==> config.mk <==
export PLATFORM = sky130hd
export DESIGN_NAME = hazard_ctrl
export DESIGN_NICKNAME = d
export VERILOG_FILES = /design/src/rtl/hazard_pkg.sv /design/src/rtl/hazard_ctrl_fwd_pick.sv /design/src/rtl/hazard_ctrl.sv
export SDC_FILE = /design/constraint.sdc
export NUM_CORES = 1
export LEC_CHECK = 0
export CORE_ASPECT_RATIO = 1.2
export CORE_MARGIN = 4
export CORE_UTILIZATION = 28
export CTS_CLUSTER_SIZE = 16
export DETAILED_ROUTE_END_ITERATION = 8
export MAX_ROUTING_LAYER = met4
export PLACE_DENSITY = 0.6
export RECOVER_POWER = 50
export SLEW_MARGIN = 20
export SYNTH_ARGS = -nofsm -noshare
export SYNTH_HDL_FRONTEND = slang
export SYNTH_SLANG_ARGS = --single-unit
==> constraint.sdc <==
create_clock -name clk -period 5 [get_ports clk]
set_clock_uncertainty 0.1 [all_clocks]
set_input_delay 1 -clock clk [delete_from_list [all_inputs] [get_ports clk]]
set_output_delay 1 -clock clk [all_outputs]
set_load 0.005 [all_outputs]
==> src/rtl/hazard_pkg.sv <==
// Shared codes and types for the MIPS hazard controller.
// Result classes, forwarding selects and the Tnew countdown type.
package hazard_pkg;

    typedef logic [1:0] tnew_t;
    typedef logic [1:0] res_t;
    typedef logic [1:0] fwd_t;

    localparam res_t RES_NW  = 2'b00;
    localparam res_t RES_ALU = 2'b01;
    localparam res_t RES_DM  = 2'b10;
    localparam res_t RES_PC  = 2'b11;

    localparam fwd_t FWD_GRF = 2'b00;
    localparam fwd_t FWD_E   = 2'b01;
    localparam fwd_t FWD_M   = 2'b10;
    localparam fwd_t FWD_W   = 2'b11;

    function automatic tnew_t dec_sat(input tnew_t t);
        return (t == '0) ? '0 : t - 2'd1;
    endfunction

endpackage

==> src/rtl/hazard_ctrl_fwd_pick.sv <==
// Picks the first pending writer of a register among three
// prioritised candidates; slot k maps to select code k+1.
module fwd_pick
    import hazard_pkg::*;
#(
    parameter logic [2:0] EN      = 3'b111,
    parameter logic [2:0] TNEW_EN = 3'b011
) (
    input  logic [4:0] i_reg,
    input  logic [4:0] i_a3_0,
    input  logic [4:0] i_a3_1,
    input  logic [4:0] i_a3_2,
    input  tnew_t      i_tnew_0,
    input  tnew_t      i_tnew_1,
    input  tnew_t      i_tnew_2,
    output fwd_t       o_sel,
    output tnew_t      o_match_tnew
);

    logic [2:0] w_hit;
    logic [2:0] w_first;

    assign w_hit[0] = EN[0] && (i_reg != '0) && (i_a3_0 == i_reg);
    assign w_hit[1] = EN[1] && (i_reg != '0) && (i_a3_1 == i_reg);
    assign w_hit[2] = EN[2] && (i_reg != '0) && (i_a3_2 == i_reg);

    // one-hot of the highest-priority hit, so the decoder is truly unique
    assign w_first[0] = w_hit[0];
    assign w_first[1] = w_hit[1] && !w_hit[0];
    assign w_first[2] = w_hit[2] && !w_hit[1] && !w_hit[0];

    always_comb begin
        o_sel        = FWD_GRF;
        o_match_tnew = '0;
        unique case (1'b1)
            w_first[0]: begin
                o_sel        = (i_tnew_0 == '0) ? FWD_E : FWD_GRF;
                o_match_tnew = TNEW_EN[0] ? i_tnew_0 : '0;
            end
            w_first[1]: begin
                o_sel        = (i_tnew_1 == '0) ? FWD_M : FWD_GRF;
                o_match_tnew = TNEW_EN[1] ? i_tnew_1 : '0;
            end
            w_first[2]: begin
                o_sel        = (i_tnew_2 == '0) ? FWD_W : FWD_GRF;
                o_match_tnew = TNEW_EN[2] ? i_tnew_2 : '0;
            end
            default: ;
        endcase
    end

endmodule

==> src/rtl/hazard_ctrl.sv <==
// D-stage stall and forwarding control for the 5-stage MIPS pipe,
// tracking pending E/M/W writes with Tnew countdowns.
module hazard_ctrl
    import hazard_pkg::*;
#(
    parameter int CNT_W    = 16,
    parameter int TNEW_ALU = 1,
    parameter int TNEW_DM  = 2
) (
    input  logic             clk,
    input  logic             reset,
    input  logic             tuse_rs0,
    input  logic             tuse_rs1,
    input  logic             tuse_rt0,
    input  logic             tuse_rt1,
    input  logic             tuse_rt2,
    input  logic [4:0]       a1_d,
    input  logic [4:0]       a2_d,
    input  logic [4:0]       a3_d,
    input  logic [1:0]       res_d,
    output logic             stall,
    output logic [1:0]       fwd_rs_d,
    output logic [1:0]       fwd_rt_d,
    output logic [1:0]       fwd_rs_e,
    output logic [1:0]       fwd_rt_e,
    output logic             fwd_rt_m,
    output logic [CNT_W-1:0] stall_cnt
);

    logic [4:0] r_a1_e, r_a2_e, r_a3_e;
    logic [4:0] r_a2_m, r_a3_m;
    logic [4:0] r_a3_w;
    tnew_t      r_tnew_e, r_tnew_m, r_tnew_w;
    logic [CNT_W-1:0] r_cnt;

    tnew_t w_tnew_d;
    tnew_t w_rs_tnew, w_rt_tnew;
    tnew_t w_rs_tuse, w_rt_tuse;
    logic  w_rs_used, w_rt_used;
    logic  w_stall;
    fwd_t  w_rt_m_sel;
    tnew_t w_rs_e_tnew_unused;
    tnew_t w_rt_e_tnew_unused;
    tnew_t w_rt_m_tnew_unused;

    always_comb begin
        w_tnew_d = '0;
        unique case (res_d)
            RES_ALU: w_tnew_d = tnew_t'(TNEW_ALU);
            RES_DM:  w_tnew_d = tnew_t'(TNEW_DM);
            default: w_tnew_d = '0;
        endcase
    end

    assign w_rs_used = tuse_rs0 | tuse_rs1;
    assign w_rs_tuse = tuse_rs0 ? 2'd0 : 2'd1;
    assign w_rt_used = tuse_rt0 | tuse_rt1 | tuse_rt2;
    assign w_rt_tuse = tuse_rt0 ? 2'd0 : (tuse_rt1 ? 2'd1 : 2'd2);

    // D operands: E, M, W; stall tnew only from E and M
    fwd_pick #(.EN(3'b111), .TNEW_EN(3'b011)) u_rs_d (
        .i_reg        (a1_d),
        .i_a3_0       (r_a3_e),
        .i_a3_1       (r_a3_m),
        .i_a3_2       (r_a3_w),
        .i_tnew_0     (r_tnew_e),
        .i_tnew_1     (r_tnew_m),
        .i_tnew_2     (r_tnew_w),
        .o_sel        (fwd_rs_d),
        .o_match_tnew (w_rs_tnew)
    );

    fwd_pick #(.EN(3'b111), .TNEW_EN(3'b011)) u_rt_d (
        .i_reg        (a2_d),
        .i_a3_0       (r_a3_e),
        .i_a3_1       (r_a3_m),
        .i_a3_2       (r_a3_w),
        .i_tnew_0     (r_tnew_e),
        .i_tnew_1     (r_tnew_m),
        .i_tnew_2     (r_tnew_w),
        .o_sel        (fwd_rt_d),
        .o_match_tnew (w_rt_tnew)
    );

    fwd_pick #(.EN(3'b110), .TNEW_EN(3'b000)) u_rs_e (
        .i_reg        (r_a1_e),
        .i_a3_0       (5'd0),
        .i_a3_1       (r_a3_m),
        .i_a3_2       (r_a3_w),
        .i_tnew_0     (2'd0),
        .i_tnew_1     (r_tnew_m),
        .i_tnew_2     (r_tnew_w),
        .o_sel        (fwd_rs_e),
        .o_match_tnew (w_rs_e_tnew_unused)
    );

    fwd_pick #(.EN(3'b110), .TNEW_EN(3'b000)) u_rt_e (
        .i_reg        (r_a2_e),
        .i_a3_0       (5'd0),
        .i_a3_1       (r_a3_m),
        .i_a3_2       (r_a3_w),
        .i_tnew_0     (2'd0),
        .i_tnew_1     (r_tnew_m),
        .i_tnew_2     (r_tnew_w),
        .o_sel        (fwd_rt_e),
        .o_match_tnew (w_rt_e_tnew_unused)
    );

    fwd_pick #(.EN(3'b100), .TNEW_EN(3'b000)) u_rt_m (
        .i_reg        (r_a2_m),
        .i_a3_0       (5'd0),
        .i_a3_1       (5'd0),
        .i_a3_2       (r_a3_w),
        .i_tnew_0     (2'd0),
        .i_tnew_1     (2'd0),
        .i_tnew_2     (r_tnew_w),
        .o_sel        (w_rt_m_sel),
        .o_match_tnew (w_rt_m_tnew_unused)
    );

    assign w_stall = (w_rs_used && (w_rs_tnew > w_rs_tuse))
                  || (w_rt_used && (w_rt_tnew > w_rt_tuse));

    assign stall     = w_stall;
    assign fwd_rt_m  = (w_rt_m_sel == FWD_W);
    assign stall_cnt = r_cnt;

    always_ff @(posedge clk) begin
        if (!reset) begin
            r_a1_e   <= '0;
            r_a2_e   <= '0;
            r_a3_e   <= '0;
            r_tnew_e <= '0;
            r_a2_m   <= '0;
            r_a3_m   <= '0;
            r_tnew_m <= '0;
            r_a3_w   <= '0;
            r_tnew_w <= '0;
            r_cnt    <= '0;
        end else begin
            if (w_stall) begin
                r_a1_e   <= '0;
                r_a2_e   <= '0;
                r_a3_e   <= '0;
                r_tnew_e <= '0;
            end else begin
                r_a1_e   <= a1_d;
                r_a2_e   <= a2_d;
                r_a3_e   <= a3_d;
                r_tnew_e <= w_tnew_d;
            end
            r_a2_m   <= r_a2_e;
            r_a3_m   <= r_a3_e;
            r_tnew_m <= dec_sat(r_tnew_e);
            r_a3_w   <= r_a3_m;
            r_tnew_w <= dec_sat(r_tnew_m);
            if (w_stall && (r_cnt != '1))
                r_cnt <= r_cnt + CNT_W'(1);
        end
    end

endmodule

==> flow_summary.yaml <==
synthesis:
  synth_nets: 356
  ys_types: 52
  synth_seq_cells: 52
  yosysSeqAreaShare: 0.356
  syn_area_sq_um: 2920
  synth_edf_count: 0
  syn_area_per_cell_sq_um: 8.96
  netlist_instances: 326
  async_flop_share: 0
  yosysWarnings: 0
  synth_top_flop_cell: "dfxtp_1"
detailed_routing:
  final_antenna_net_count: 0
  wl_per_cell_um: 15.1
  via_count: 2507
  first_pass_iters: 4
  drt_iter0_drc: 63
  routed_wl_um: 7720
  drc: 0
  via_per_inst: 4.89
placed_design:
  port_buffers: 49
  placed_cells_incl_taps: 500
  routabilityCongestion: 0.844
  dp.final_hpwl_um: 5710
global_route:
  grt_usage: 0.136
  antenna_found_initial: 0
  grt_pass1_wl_um: 12600
  grt_use_met1: 0.165
  use_met2: 0.230
  grt_pass1_vias: 2549
  use_met3: 0.0244
  grt_overflow_total: 0
  grt_max_degree: 46
  top_usage_layer: "met2"
final_layout:
  layout.cells.non_filler: 513
  n_fill_cell: 1036
  synthToLayoutAreaGrowth_pct: 30.9
  diodes: 0
  drive_above_1_share: 0.171
  layout.nets: 416
  final_cell_mix: "52 x dfxtp_1, 29 x xnor2_1, 25 x xor2_1, 25 x buf_4, 22 x clkdlybuf4s50_1"
  final_common_cell: "dfxtp_1"
timing:
  maxSlewViolCount: 46
  tightest_slew_ps: 1710
  fmax_ghz: 0.206
  finalSetupViolations: 0
  rsz0062_at_grt: "false"
  period_needed_ps: 4860
  hold_viol_final: 0
  setup_tns_ps: 0
  fin_crit_sh: 0.972
  relSlewSlack: -0.138
setup_path:
  worst_setup_path_end_kind: "output pin"
  worst_ep_required_time_ps: 3900
  arrival_ps: 3760
  worstSetupPathType: "in -> out"
  crit_fanout: 3
  cp-start-kind: "input pin"
floorplanning:
  die_x_um: 101
  die_h_um: 120
  start_util: 0.289
  die-area_sq_um: 12100
  num_io_pins: 50
  fp-row-count: 40
  coreArea_sq_um: 10100
clocking:
  cts_tree: "built"
  clk_pin_slew_worst_paths_ps: 70
  cts_made_buffers: 5
  insertion_delay_ps: 300
  htreeDepth: 2
  root_buffer: "clkbuf_16"
  cts.path.max_buffers: 2
  cts.sinks: 52
flow_run:
  maxCapViolCount: 1
run_status:
  outcome: "complete, but fails checks"
  failed_checks: "capacitance limit, slew limit"
pwr:
  power.density_nw_per_um2: 258
  ir_worst_vdd_mv: 0.146
  p_leak_nw: 1.58
hold_path:
  hp-class: "reg -> reg"
Yosys cell counts (11+ instances only):
master    number  area [sq um]
nor2_1        16          60.1
a21oi_1       14          70.1
nand2_1       16          60.1
and2_1        15          93.8
and3_1        21           131
xnor2_1       29           254
xor2_1        25           219
clkbuf_1      15          56.3
dfxtp_1       52          1040
nand4_1       11          68.8
nand3_1       11          55.1
sequential cells by signal, summed over array words and instances, names as in the netlist:
| register | count |
|---|---|
| r_a3_m | 5 |
| r_a3_w | 5 |
| r_a3_e | 5 |
| r_tnew_e | 2 |
| stall_cnt | 16 |
| r_tnew_m | 2 |
| r_a1_e | 5 |
| r_tnew_w | 2 |
| r_a2_e | 5 |
| r_a2_m | 5 |
logic make-up after synthesis:
family          synth area share
compound gates            0.0779
xor+xnor                   0.162
buf+inv                   0.0540
simple gates               0.303
flops                      0.356
fa+ha+maj                 0.0257
mux                       0.0214
per-layer routing:
metal / vias up / part of all wire
met4: 0 / 0.013
met2: 50 / 0.51
met3: 10 / 0.035
met5: - / 0
li1: 1264 / -
met1: 1183 / 0.45
repair_timing:
item / in CTS / in global routing
setup endpoints to repair: 1 / 1
resized for setup: 13 / 14
hold buffers: 0 / 0
gates cloned: 0 / 0
pin swaps: 4 / 10
setup buffers: 3 / 2
power by group:
group          internal, mW  switching, mW
clock network         0.190          0.163
logic                0.0962         0.0848
registers             0.430         0.0213
total                 0.717          0.269
stage by stage:
stage          area, sq um   util  power [mW]  worst slack, ps  hold WS, ps
6_report              3820  0.378       0.986              139          378
3_3_place_gp          3600  0.356       0.636             -401          364
4_1_cts               3800  0.376       0.997             20.1          382
3_5_place_dp          3600  0.356       0.639             -547          364
2_1_floorplan         2920      -       0.562              442          326
5_1_grt               3820  0.378        1.04             5.68          412
critical path: stages:
cell and delay (ps):
clkbuf_2 120, or4_4 550, nor2_4 170, nor4_4 80
nor2b_4 130, a22o_1 210, ha_1 300, buf_4 130
nand2_1 70, o221ai_2 110, buf_4 150, and2_2 170
or2_1 260, inv_1 70, dlygate4sd2_1 230
worst paths after layout:
| check | start | end | slack, ps | cells past startpoint |
|---|---|---|---|---|
| worst max register to register | r_a3_m[2] | stall_cnt[7] | 1210 | 17 |
| worst min-delay path | r_tnew_m[0] | r_tnew_w[0] | 380 | 1 |
| worst min register to register | r_tnew_m[0] | r_tnew_w[0] | 380 | 1 |
| worst max-delay path | a2_d[2] | stall | 140 | 15 |
cell type report:
cell class                 instances  area [sq um]  area share
timing repair buffer              75           659       0.172
inverter                           8          30.0     0.00785
sequential                        52          1040       0.272
tap                              126           158      0.0412
clock buffer                       5           125      0.0327
clock inverter                     3          27.5     0.00720
multi-input combinational        244          1780       0.466
Power figures use the tool's default switching activity.
